`config.mk`:
```
export PLATFORM = sky130hd
export DESIGN_NAME = spi_apb_master_bridge_flat
export DESIGN_NICKNAME = d
export VERILOG_FILES = /design/src/rtl/spi_apb_master_bridge_pkg.sv /design/src/rtl/spi_apb_master_bridge_if.sv /design/src/rtl/spi_apb_master_bridge_shifter.sv /design/src/rtl/spi_apb_master_bridge.sv /design/src/flat_wrapper.sv
export SDC_FILE = /design/constraint.sdc
export NUM_CORES = 1
export LEC_CHECK = 0
export CAP_MARGIN = 25
export CORE_MARGIN = 2
export CORE_UTILIZATION = 65
export CTS_CLUSTER_DIAMETER = 40
export DETAILED_ROUTE_END_ITERATION = 10
export DONT_BUFFER_PORTS = 1
export GPL_ROUTABILITY_DRIVEN = 0
export PLACE_DENSITY = 0.89
export SETUP_SLACK_MARGIN = 0.05
export SYNTH_ARGS = -nofsm -noshare
export SYNTH_HDL_FRONTEND = slang
export SYNTH_SLANG_ARGS = --single-unit
export TNS_END_PERCENT = 30
```
`constraint.sdc`:
```
create_clock -name sclk -period 8.55 [get_ports sclk]
set_clock_uncertainty 0.05 [all_clocks]
set_input_delay 2.1375 -clock sclk [delete_from_list [all_inputs] [get_ports sclk]]
set_output_delay 2.1375 -clock sclk [all_outputs]
set_load 0.03 [all_outputs]
```
`src/rtl/spi_apb_master_bridge_pkg.sv`:
```
// Shared types and frame-geometry helpers for the SPI-to-APB master bridge.
package spi_apb_pkg;

  typedef enum logic [2:0] {
    ST_IDLE,
    ST_HDR,
    ST_WDATA,
    ST_SETUP,
    ST_ACCESS,
    ST_RDATA,
    ST_STAT,
    ST_DONE
  } state_t;

  localparam logic STATUS_OK   = 1'b1;
  localparam logic STATUS_FAIL = 1'b0;

  function automatic int sel_width(input int num_slaves);
    return (num_slaves > 1) ? $clog2(num_slaves) : 1;
  endfunction

  function automatic int hdr_len(input int num_slaves, input int addr_width);
    return 1 + sel_width(num_slaves) + addr_width;
  endfunction

  function automatic int frame_len(input int num_slaves, input int addr_width,
                                   input int data_width, input int turn_bits);
    return hdr_len(num_slaves, addr_width) + data_width + turn_bits + 1;
  endfunction

  // First turnaround bit, where the APB SETUP phase starts.
  function automatic int t0_bit(input logic wr, input int h, input int data_width);
    return wr ? h + data_width : h;
  endfunction

endpackage

```
`src/rtl/spi_apb_master_bridge_if.sv`:
```
// SPI pins and APB master bus of the bridge, grouped with bridge/environment views.
interface spi_apb_master_bridge_if #(
  parameter int DATA_WIDTH = 8,
  parameter int ADDR_WIDTH = 3,
  parameter int NUM_SLAVES = 2
);
  logic                             ss;
  logic                             mosi;
  logic                             miso;
  logic                             miso_oe;
  logic                             pclk;
  logic                             presetn;
  logic [NUM_SLAVES-1:0]            psel;
  logic                             penable;
  logic                             pwrite;
  logic [ADDR_WIDTH-1:0]            paddr;
  logic [DATA_WIDTH-1:0]            pwdata;
  logic [NUM_SLAVES*DATA_WIDTH-1:0] prdata;
  logic [NUM_SLAVES-1:0]            pready;
  logic [NUM_SLAVES-1:0]            pslverr;

  modport master (
    input  ss, mosi, prdata, pready, pslverr,
    output miso, miso_oe, pclk, presetn, psel, penable, pwrite, paddr, pwdata
  );

  modport slave (
    output ss, mosi, prdata, pready, pslverr,
    input  miso, miso_oe, pclk, presetn, psel, penable, pwrite, paddr, pwdata
  );
endinterface

```
`src/rtl/spi_apb_master_bridge_shifter.sv`:
```
// Frame bit counter, mosi shift register and negedge miso data/status path.
module spi_apb_shifter #(
  parameter int DATA_WIDTH = 8,
  parameter int HDR_LEN    = 5,
  parameter int FRAME_LEN  = 18,
  parameter int TURN_BITS  = 4,
  localparam int CW        = $clog2(FRAME_LEN + 1),
  localparam int SR_LEN    = HDR_LEN + DATA_WIDTH
) (
  input  logic                  sclk,
  input  logic                  rst_n,
  input  logic                  mosi,
  input  logic                  rd_phase,
  input  logic [DATA_WIDTH-1:0] rdata,
  input  logic                  status,
  output logic [CW-1:0]         cnt,
  output logic [SR_LEN-1:0]     shreg,
  output logic                  miso
);

  logic [DATA_WIDTH-1:0] osr;

  always_ff @(posedge sclk or negedge rst_n) begin
    if (!rst_n) begin
      cnt   <= '0;
      shreg <= '0;
    end else begin
      if (cnt != CW'(FRAME_LEN)) cnt <= cnt + 1'b1;
      if (cnt < CW'(SR_LEN)) shreg <= {shreg[SR_LEN-2:0], mosi};
    end
  end

  // cnt here is already the index of the bit the master samples next.
  always_ff @(negedge sclk or negedge rst_n) begin
    if (!rst_n) begin
      miso <= 1'b0;
      osr  <= '0;
    end else if (cnt == CW'(FRAME_LEN - 1)) begin
      miso <= status;
    end else if (rd_phase && cnt == CW'(HDR_LEN + TURN_BITS)) begin
      miso <= rdata[DATA_WIDTH-1];
      osr  <= rdata << 1;
    end else if (rd_phase && cnt > CW'(HDR_LEN + TURN_BITS) && cnt < CW'(FRAME_LEN - 1)) begin
      miso <= osr[DATA_WIDTH-1];
      osr  <= osr << 1;
    end else begin
      miso <= 1'b0;
    end
  end

endmodule

```
`src/rtl/spi_apb_master_bridge.sv`:
```
// SPI mode-0 slave frame decoder driving one APB read or write per frame.
//
// state     | meaning
// ST_IDLE   | frame not started (ss high or before bit 0)
// ST_HDR    | shifting W, SEL, ADDR
// ST_WDATA  | shifting write data
// ST_SETUP  | psel high, penable low
// ST_ACCESS | psel and penable high, polling pready
// ST_RDATA  | read data shifting out on miso
// ST_STAT   | waiting for the status bit
// ST_DONE   | frame complete, extra bits ignored
module spi_apb_master_bridge
  import spi_apb_pkg::*;
#(
  parameter int DATA_WIDTH = 8,
  parameter int ADDR_WIDTH = 3,
  parameter int NUM_SLAVES = 2,
  parameter int TURN_BITS  = 4
) (
  input logic                     sclk,
  input logic                     resetn,
  spi_apb_master_bridge_if.master bus
);

  localparam int SW     = sel_width(NUM_SLAVES);
  localparam int H      = hdr_len(NUM_SLAVES, ADDR_WIDTH);
  localparam int N      = frame_len(NUM_SLAVES, ADDR_WIDTH, DATA_WIDTH, TURN_BITS);
  localparam int CW     = $clog2(N + 1);
  localparam int SR_LEN = H + DATA_WIDTH;
  localparam int T0_RD  = t0_bit(1'b0, H, DATA_WIDTH);
  localparam int T0_WR  = t0_bit(1'b1, H, DATA_WIDTH);

  logic                  frame_rst_n;
  logic [CW-1:0]         cnt;
  logic [SR_LEN-1:0]     shreg;
  logic                  miso_d;
  state_t                state;
  logic [NUM_SLAVES-1:0] psel_q;
  logic                  penable_q;
  logic                  pwrite_q;
  logic [ADDR_WIDTH-1:0] paddr_q;
  logic [DATA_WIDTH-1:0] pwdata_q;
  logic [SW-1:0]         sel_q;
  logic [DATA_WIDTH-1:0] rdata_q;
  logic                  status_q;
  logic                  rdy_m;
  logic                  err_m;
  logic [DATA_WIDTH-1:0] rdata_m;
  logic [CW-1:0]         t_last;

  // ss high is an asynchronous frame reset on top of the global reset.
  assign frame_rst_n = resetn & ~bus.ss;
  assign t_last      = pwrite_q ? CW'(T0_WR + TURN_BITS - 1) : CW'(T0_RD + TURN_BITS - 1);

  function automatic logic [NUM_SLAVES-1:0] sel_onehot(input logic [SW-1:0] s);
    sel_onehot = '0;
    for (int i = 0; i < NUM_SLAVES; i++)
      if (int'(s) == i) sel_onehot[i] = 1'b1;
  endfunction

  spi_apb_shifter #(
    .DATA_WIDTH (DATA_WIDTH),
    .HDR_LEN    (H),
    .FRAME_LEN  (N),
    .TURN_BITS  (TURN_BITS)
  ) u_shifter (
    .sclk     (sclk),
    .rst_n    (frame_rst_n),
    .mosi     (bus.mosi),
    .rd_phase (state == ST_RDATA),
    .rdata    (rdata_q),
    .status   (status_q),
    .cnt      (cnt),
    .shreg    (shreg),
    .miso     (miso_d)
  );

  // Out-of-range SEL matches no slave, so pready never arrives and the access times out.
  always_comb begin
    rdy_m   = 1'b0;
    err_m   = 1'b0;
    rdata_m = '0;
    for (int i = 0; i < NUM_SLAVES; i++) begin
      if (int'(sel_q) == i) begin
        rdy_m   = bus.pready[i];
        err_m   = bus.pslverr[i];
        rdata_m = bus.prdata[i*DATA_WIDTH +: DATA_WIDTH];
      end
    end
  end

  always_ff @(posedge sclk or negedge resetn) begin
    if (!resetn) begin
      pwrite_q <= 1'b0;
      paddr_q  <= '0;
      pwdata_q <= '0;
      sel_q    <= '0;
    end else if (state == ST_HDR && cnt == CW'(T0_RD) && !shreg[H-1]) begin
      pwrite_q <= 1'b0;
      paddr_q  <= shreg[ADDR_WIDTH-1:0];
      sel_q    <= shreg[ADDR_WIDTH +: SW];
    end else if (state == ST_WDATA && cnt == CW'(T0_WR)) begin
      pwrite_q <= shreg[SR_LEN-1];
      pwdata_q <= shreg[DATA_WIDTH-1:0];
      paddr_q  <= shreg[DATA_WIDTH +: ADDR_WIDTH];
      sel_q    <= shreg[DATA_WIDTH+ADDR_WIDTH +: SW];
    end
  end

  always_ff @(posedge sclk or negedge frame_rst_n) begin
    if (!frame_rst_n) begin
      state     <= ST_IDLE;
      psel_q    <= '0;
      penable_q <= 1'b0;
      rdata_q   <= '0;
      status_q  <= STATUS_FAIL;
    end else begin
      case (state)
        ST_IDLE: state <= ST_HDR;
        ST_HDR: begin
          if (cnt == CW'(T0_RD)) begin
            if (shreg[H-1]) begin
              state <= ST_WDATA;
            end else begin
              state  <= ST_SETUP;
              psel_q <= sel_onehot(shreg[ADDR_WIDTH +: SW]);
            end
          end
        end
        ST_WDATA: begin
          if (cnt == CW'(T0_WR)) begin
            state  <= ST_SETUP;
            psel_q <= sel_onehot(shreg[DATA_WIDTH+ADDR_WIDTH +: SW]);
          end
        end
        ST_SETUP: begin
          state     <= ST_ACCESS;
          penable_q <= |psel_q;
        end
        ST_ACCESS: begin
          if (rdy_m || cnt == t_last) begin
            psel_q    <= '0;
            penable_q <= 1'b0;
            status_q  <= (rdy_m && !err_m) ? STATUS_OK : STATUS_FAIL;
            rdata_q   <= rdy_m ? rdata_m : '0;
            state     <= pwrite_q ? ST_STAT : ST_RDATA;
          end
        end
        ST_RDATA: if (cnt == CW'(N - 2)) state <= ST_STAT;
        ST_STAT:  if (cnt == CW'(N - 1)) state <= ST_DONE;
        ST_DONE:  state <= ST_DONE;
        default:  state <= ST_IDLE;
      endcase
    end
  end

  assign bus.miso    = miso_d;
  assign bus.miso_oe = ~bus.ss;
  assign bus.pclk    = sclk;
  assign bus.presetn = resetn;
  assign bus.psel    = psel_q;
  assign bus.penable = penable_q;
  assign bus.pwrite  = pwrite_q;
  assign bus.paddr   = paddr_q;
  assign bus.pwdata  = pwdata_q;

endmodule

```
`src/flat_wrapper.sv`:
```
// flat-port wrapper written by rule: the top's interface ports become plain ports
module spi_apb_master_bridge_flat import spi_apb_pkg::*;
#(
  parameter int DATA_WIDTH = 8,
  parameter int ADDR_WIDTH = 3,
  parameter int NUM_SLAVES = 2,
  parameter int TURN_BITS  = 4
)
  (sclk, resetn, bus_ss, bus_mosi, bus_prdata, bus_pready, bus_pslverr, bus_miso, bus_miso_oe, bus_pclk, bus_presetn, bus_psel, bus_penable, bus_pwrite, bus_paddr, bus_pwdata);
  spi_apb_master_bridge_if #(.DATA_WIDTH(DATA_WIDTH), .ADDR_WIDTH(ADDR_WIDTH), .NUM_SLAVES(NUM_SLAVES)) bus_i ();
  input logic sclk;
  input logic resetn;
  input wire logic [$bits(bus_i.ss)-1:0] bus_ss;
  input wire logic [$bits(bus_i.mosi)-1:0] bus_mosi;
  input wire logic [$bits(bus_i.prdata)-1:0] bus_prdata;
  input wire logic [$bits(bus_i.pready)-1:0] bus_pready;
  input wire logic [$bits(bus_i.pslverr)-1:0] bus_pslverr;
  output wire logic [$bits(bus_i.miso)-1:0] bus_miso;
  output wire logic [$bits(bus_i.miso_oe)-1:0] bus_miso_oe;
  output wire logic [$bits(bus_i.pclk)-1:0] bus_pclk;
  output wire logic [$bits(bus_i.presetn)-1:0] bus_presetn;
  output wire logic [$bits(bus_i.psel)-1:0] bus_psel;
  output wire logic [$bits(bus_i.penable)-1:0] bus_penable;
  output wire logic [$bits(bus_i.pwrite)-1:0] bus_pwrite;
  output wire logic [$bits(bus_i.paddr)-1:0] bus_paddr;
  output wire logic [$bits(bus_i.pwdata)-1:0] bus_pwdata;
  assign bus_i.ss = bus_ss;
  assign bus_i.mosi = bus_mosi;
  assign bus_i.prdata = bus_prdata;
  assign bus_i.pready = bus_pready;
  assign bus_i.pslverr = bus_pslverr;
  assign bus_miso = bus_i.miso;
  assign bus_miso_oe = bus_i.miso_oe;
  assign bus_pclk = bus_i.pclk;
  assign bus_presetn = bus_i.presetn;
  assign bus_psel = bus_i.psel;
  assign bus_penable = bus_i.penable;
  assign bus_pwrite = bus_i.pwrite;
  assign bus_paddr = bus_i.paddr;
  assign bus_pwdata = bus_i.pwdata;
  spi_apb_master_bridge #(.DATA_WIDTH(DATA_WIDTH), .ADDR_WIDTH(ADDR_WIDTH), .NUM_SLAVES(NUM_SLAVES), .TURN_BITS(TURN_BITS)) u_core (.sclk(sclk), .resetn(resetn), .bus(bus_i));
endmodule
```
# --- Word-level counts from Yosys, hierarchy flattened ---
# Index checks and enable logic that the tools add are counted.
word_totals:
  elab_cells: 99
  out_inout_bits: 19
  register_bits: 55
  inputBits: 24
classes:
  n_reduce_logical: 22
  add_sub_neg: 1
  n_eq_ne: 20
  magnitude_cmp: 3
  n_bitwise: 4
  n_mux: 36
ops:
  columns: ["op", "n"]
  rows:
  - ["2-to-1 mux 8 bit", 4]
  - ["one-hot mux 3 bit (8 select lines)", 1]
  - ["2-to-1 mux 3 bit", 7]
  - ["2-to-1 mux 1 bit", 16]
  - ["equality test 3 bit (second input constant)", 4]
  - ["equality test 5 x 4 -> 1 bit (second input constant)", 2]
  - ["equality test 5 bit (second input constant)", 2]
  - ["2-to-1 mux 2 bit", 5]
  - ["AND reduction 5 bit", 2]
  - ["AND reduction 2 bit", 4]
  - ["logical AND 1 bit", 7]
  - ["equality test 3 x 2 -> 1 bit (second input constant)", 2]
  - ["!= test 2 x 1 -> 1 bit (second input constant)", 3]
  - ["!= test 2 bit (second input constant)", 3]
  - ["one-hot mux 2 bit (3 select lines)", 1]
  - ["nonzero test 2 bit", 3]
  - ["adder 5 x 1 -> 5 bit (second input constant)", 1]
  - ["equality test 5 x 3 -> 1 bit (second input constant)", 1]
  - ["equality test 5 bit", 1]
  - ["greater-than comparator 5 x 4 -> 1 bit (second input constant)", 1]
  - ["less-than comparator 5 x 4 -> 1 bit (second input constant)", 1]
  - ["less-than comparator 5 bit (second input constant)", 1]
  - ["2-to-1 mux 5 bit", 1]
  - ["!= test 5 bit (second input constant)", 1]
  - ["9 further kinds", 12]

# --- Depth between registers and ports, before layout ---
depth:
  ltp_word: 6
  mapped_depth: 8
  depth_no_buf: 7

# --- Modules after synthesis ---
# From an unflattened synthesis, not the netlist that was laid out.
hier_totals:
  cells_unflattened: 252
  area_unflattened_um2: 2695.1
by_module_without_submodules:
  columns: ["mod", "area_each_um2", "cells_each", "seq_area_each_um2", "n_inst"]
  rows:
  - ["spi_apb_master_bridge", 1457.6, 152, 700.7, 1]
  - ["spi_apb_shifter", 1237.4, 100, 650.6, 1]

==> results_dict.tcl <==
set metrics [dict create \
    cts_resized 0 \
    outcome "complete, no violations" \
    grt_start_max_net_pins 24 \
    vias 1672 \
    ant_nets 0 \
    hold_viol 0 \
    vdd_drop_max_uv 138.2 \
    hp-start "u_core.u_shifter.osr[3]" \
    drv_slew 0 \
    min_path_type "reg -> reg" \
    netlist_area_um2 2683 \
    ys_async_sr_fraction_pct 100.0 \
    viasPerCell 6.058 \
    wl_per_cell_um 17.33 \
    cp_data_arrival_time_ns 5.15 \
    fp.dieH_um 68.24 \
    path_max_fanout 1 \
    clkLatencyLatePin_ns 0.31 \
    slew_headroom_pct 57.11 \
    fin_nets 253 \
    initial_core_util_pct 67.06 \
    core_area_um2 4000 \
    fp.dieW_um 68.24 \
    final_common_cell "dfrtp_1" \
    area_growth_pct 3.032 \
    dieArea_um2 4657 \
    leakage_nw 1.324 \
    drive_gt1_share_pct 25.66 \
    r2r_slack_ns 2.02 \
    dp_hpwl_um 3396 \
    final_util_pct 69.10 \
    htree_levels 2 \
    cts_tree "yes" \
    drt_iter0_markers 80 \
    dr.pass1.iters 4 \
    postCtsSetupBuffers 0 \
    cp.required_ns 6.36 \
    cts-root-buf "clkbuf_8" \
    fin_setup_tns_ns 0 \
    ys.flop_type "dfrtp_1" \
    ys_ff_latch 54 \
    cp-start-kind "register" \
    power.density_nw_per_um2 219.9 \
    drv_cap 0 \
    timing.rr.start "u_core.u_shifter.cnt[1]" \
    path_depth 0 \
    grt_usage_pct 23.71 \
    ys_seq_area_share_pct 50.37 \
    grt_pass1_vias 1673 \
    synthTopCellsByArea "dfrtp_1 (43%), mux2_2 (16%), dfrtn_1 (7.5%)" \
    reg2reg_to "u_core.u_shifter.osr[6]" \
    rsz0062_at_grt "false" \
    syn-num-nets 257 \
    grt_first_pass_wirelength_um 7990 \
    final_area_um2 2764 \
    grt_antenna_before_repair 0 \
    rows 23 \
    ios 43 \
    finalSetupViolCount 0 \
    rr_worst_depth 6 \
    critical_path_class "reg -> out" \
    synth_warnings 0 \
    yosysUniqueCellTypes 51 \
    min_to "u_core.u_shifter.osr[3]" \
    hold_path_depth 1 \
    final_cell_mix "dfrtp_1 (46), mux2_2 (38), nand2_1 (21), o21ai_0 (13), mux2i_1 (9)" \
    n_fill_cell 297 \
    numPortBuffers 0 \
    power_w 0.0006077 \
    grt_overflow 0 \
    clk_pin_slew_ns 0.06 \
    drc 0 \
    setup.worst_path.end_class "output pin" \
    synth_top_area_share_pct 42.91 \
    cts_made_buffers 5 \
    synth_edf_count 0 \
    yosysTopAreaCell "dfrtp_1" \
    syn_avg_cell_area_um2 11.71 \
    cts_hold_buf 0 \
    clockBufferDepth 2 \
    diodes 0 \
    synthCells 229 \
    worst_slew_pin_slew_ns 0.6419 \
    clock_sink_count 54 \
    wl_um 4783 \
    placed_area_um2 2678 \
]
## area by class of cell
cell class                      instances  area, µm²  share of cell area, %
Clock buffer                            6      72.57                  2.626
Multi-Input combinational cell        155       1222                  44.23
Sequential cell                        54       1351                  48.89
Tap cell                               50      62.56                  2.263
Inverter                                7      26.28                 0.9507
Timing Repair Buffer                    2      15.01                 0.5432
Clock inverter                          2      13.76                 0.4980
## logic make-up (layout without fill, tap and decap cells)
group / count (synthesis) / in the layout / share of synthesized area [%]
buffers and inverters: 20 / 17 / 4.338
AO/OA/AOI/OAI: 41 / 41 / 10.50
multiplexers: 48 / 48 / 19.87
XOR/XNOR: 5 / 5 / 1.632
flip-flops: 54 / 54 / 50.37
AND/OR/NAND/NOR: 57 / 57 / 11.43
adder cells (fa/ha/maj): 4 / 4 / 1.866
## metal layers
layer	up-vias	GRT usage (%)	wire length [µm]	part of all wire (%)
li1	796	-	-	-
met3	6	6.579	230	4.8
met4	0	6.000	56	1.2
met2	36	40.90	2450	51
met5	-	0	0	0
met1	834	29.43	2046	43
## power by group
| part | internal [W] | switching, W | leakage, nW | total, W |
|---|---|---|---|---|
| clock network | 0.0000585 | 0.0000817 | 0.0456 | 0.000140 |
| registers | 0.000294 | 0.0000633 | 0.691 | 0.000357 |
| logic | 0.0000610 | 0.0000493 | 0.587 | 0.000110 |
## per-stage QoR
step | hold slack (ns) | std cells | worst slack [ns]
after floorplan | 0.3854 | 229 | 0.8302
after global placement | 0.3937 | 268 | 1.553
after detailed placement | 0.4026 | 268 | 1.549
after CTS | 0.4031 | 276 | 1.211
after global routing | 0.4205 | 276 | 1.182
final | 0.3984 | 276 | 1.216
## flip-flops by register name, summed over array words and instances (netlist names)
register and cells:
u_core.bus.pwrite 1, u_core.rdata_q 8, u_core.u_shifter.shreg 13, u_core.u_shifter.miso 1, u_core.u_shifter.cnt 5, u_core.bus.pwdata 8
u_core.state 3, u_core.bus.penable 1, u_core.bus.paddr 3, u_core.sel_q 1, u_core.bus.psel 2, u_core.status_q 1
u_core.u_shifter.osr 7
## Yosys cell counts, types with 2 or more instances
cell type / number
dfrtp_1: 46
xnor2_1: 5
o2bb2ai_1: 2
nand3_1: 3
ha_1: 4
buf_4: 3
buf_6: 2
a21oi_1: 5
nor2_1: 6
a22oi_1: 4
a21oi_2: 2
clkbuf_1: 2
inv_1: 7
o21ai_0: 13
nor3_1: 4
dfrtn_1: 8
a22o_1: 3
buf_2: 4
mux2_2: 38
nand4_1: 2
nor2b_1: 2
mux2i_1: 9
nand2b_1: 3
a21o_1: 2
o22ai_1: 2
and3_1: 3
nand2_1: 21
## how the worst max path moves through the flow
stage,startpoint,to
after floorplan,resetn,u_core.u_shifter.miso
after global placement,u_core.u_shifter.miso,bus_miso
after detailed placement,u_core.u_shifter.miso,bus_miso
after CTS,u_core.u_shifter.miso,bus_miso
after global routing,u_core.u_shifter.miso,bus_miso
final,u_core.u_shifter.miso,bus_miso
(Power assumes the default switching activity.)
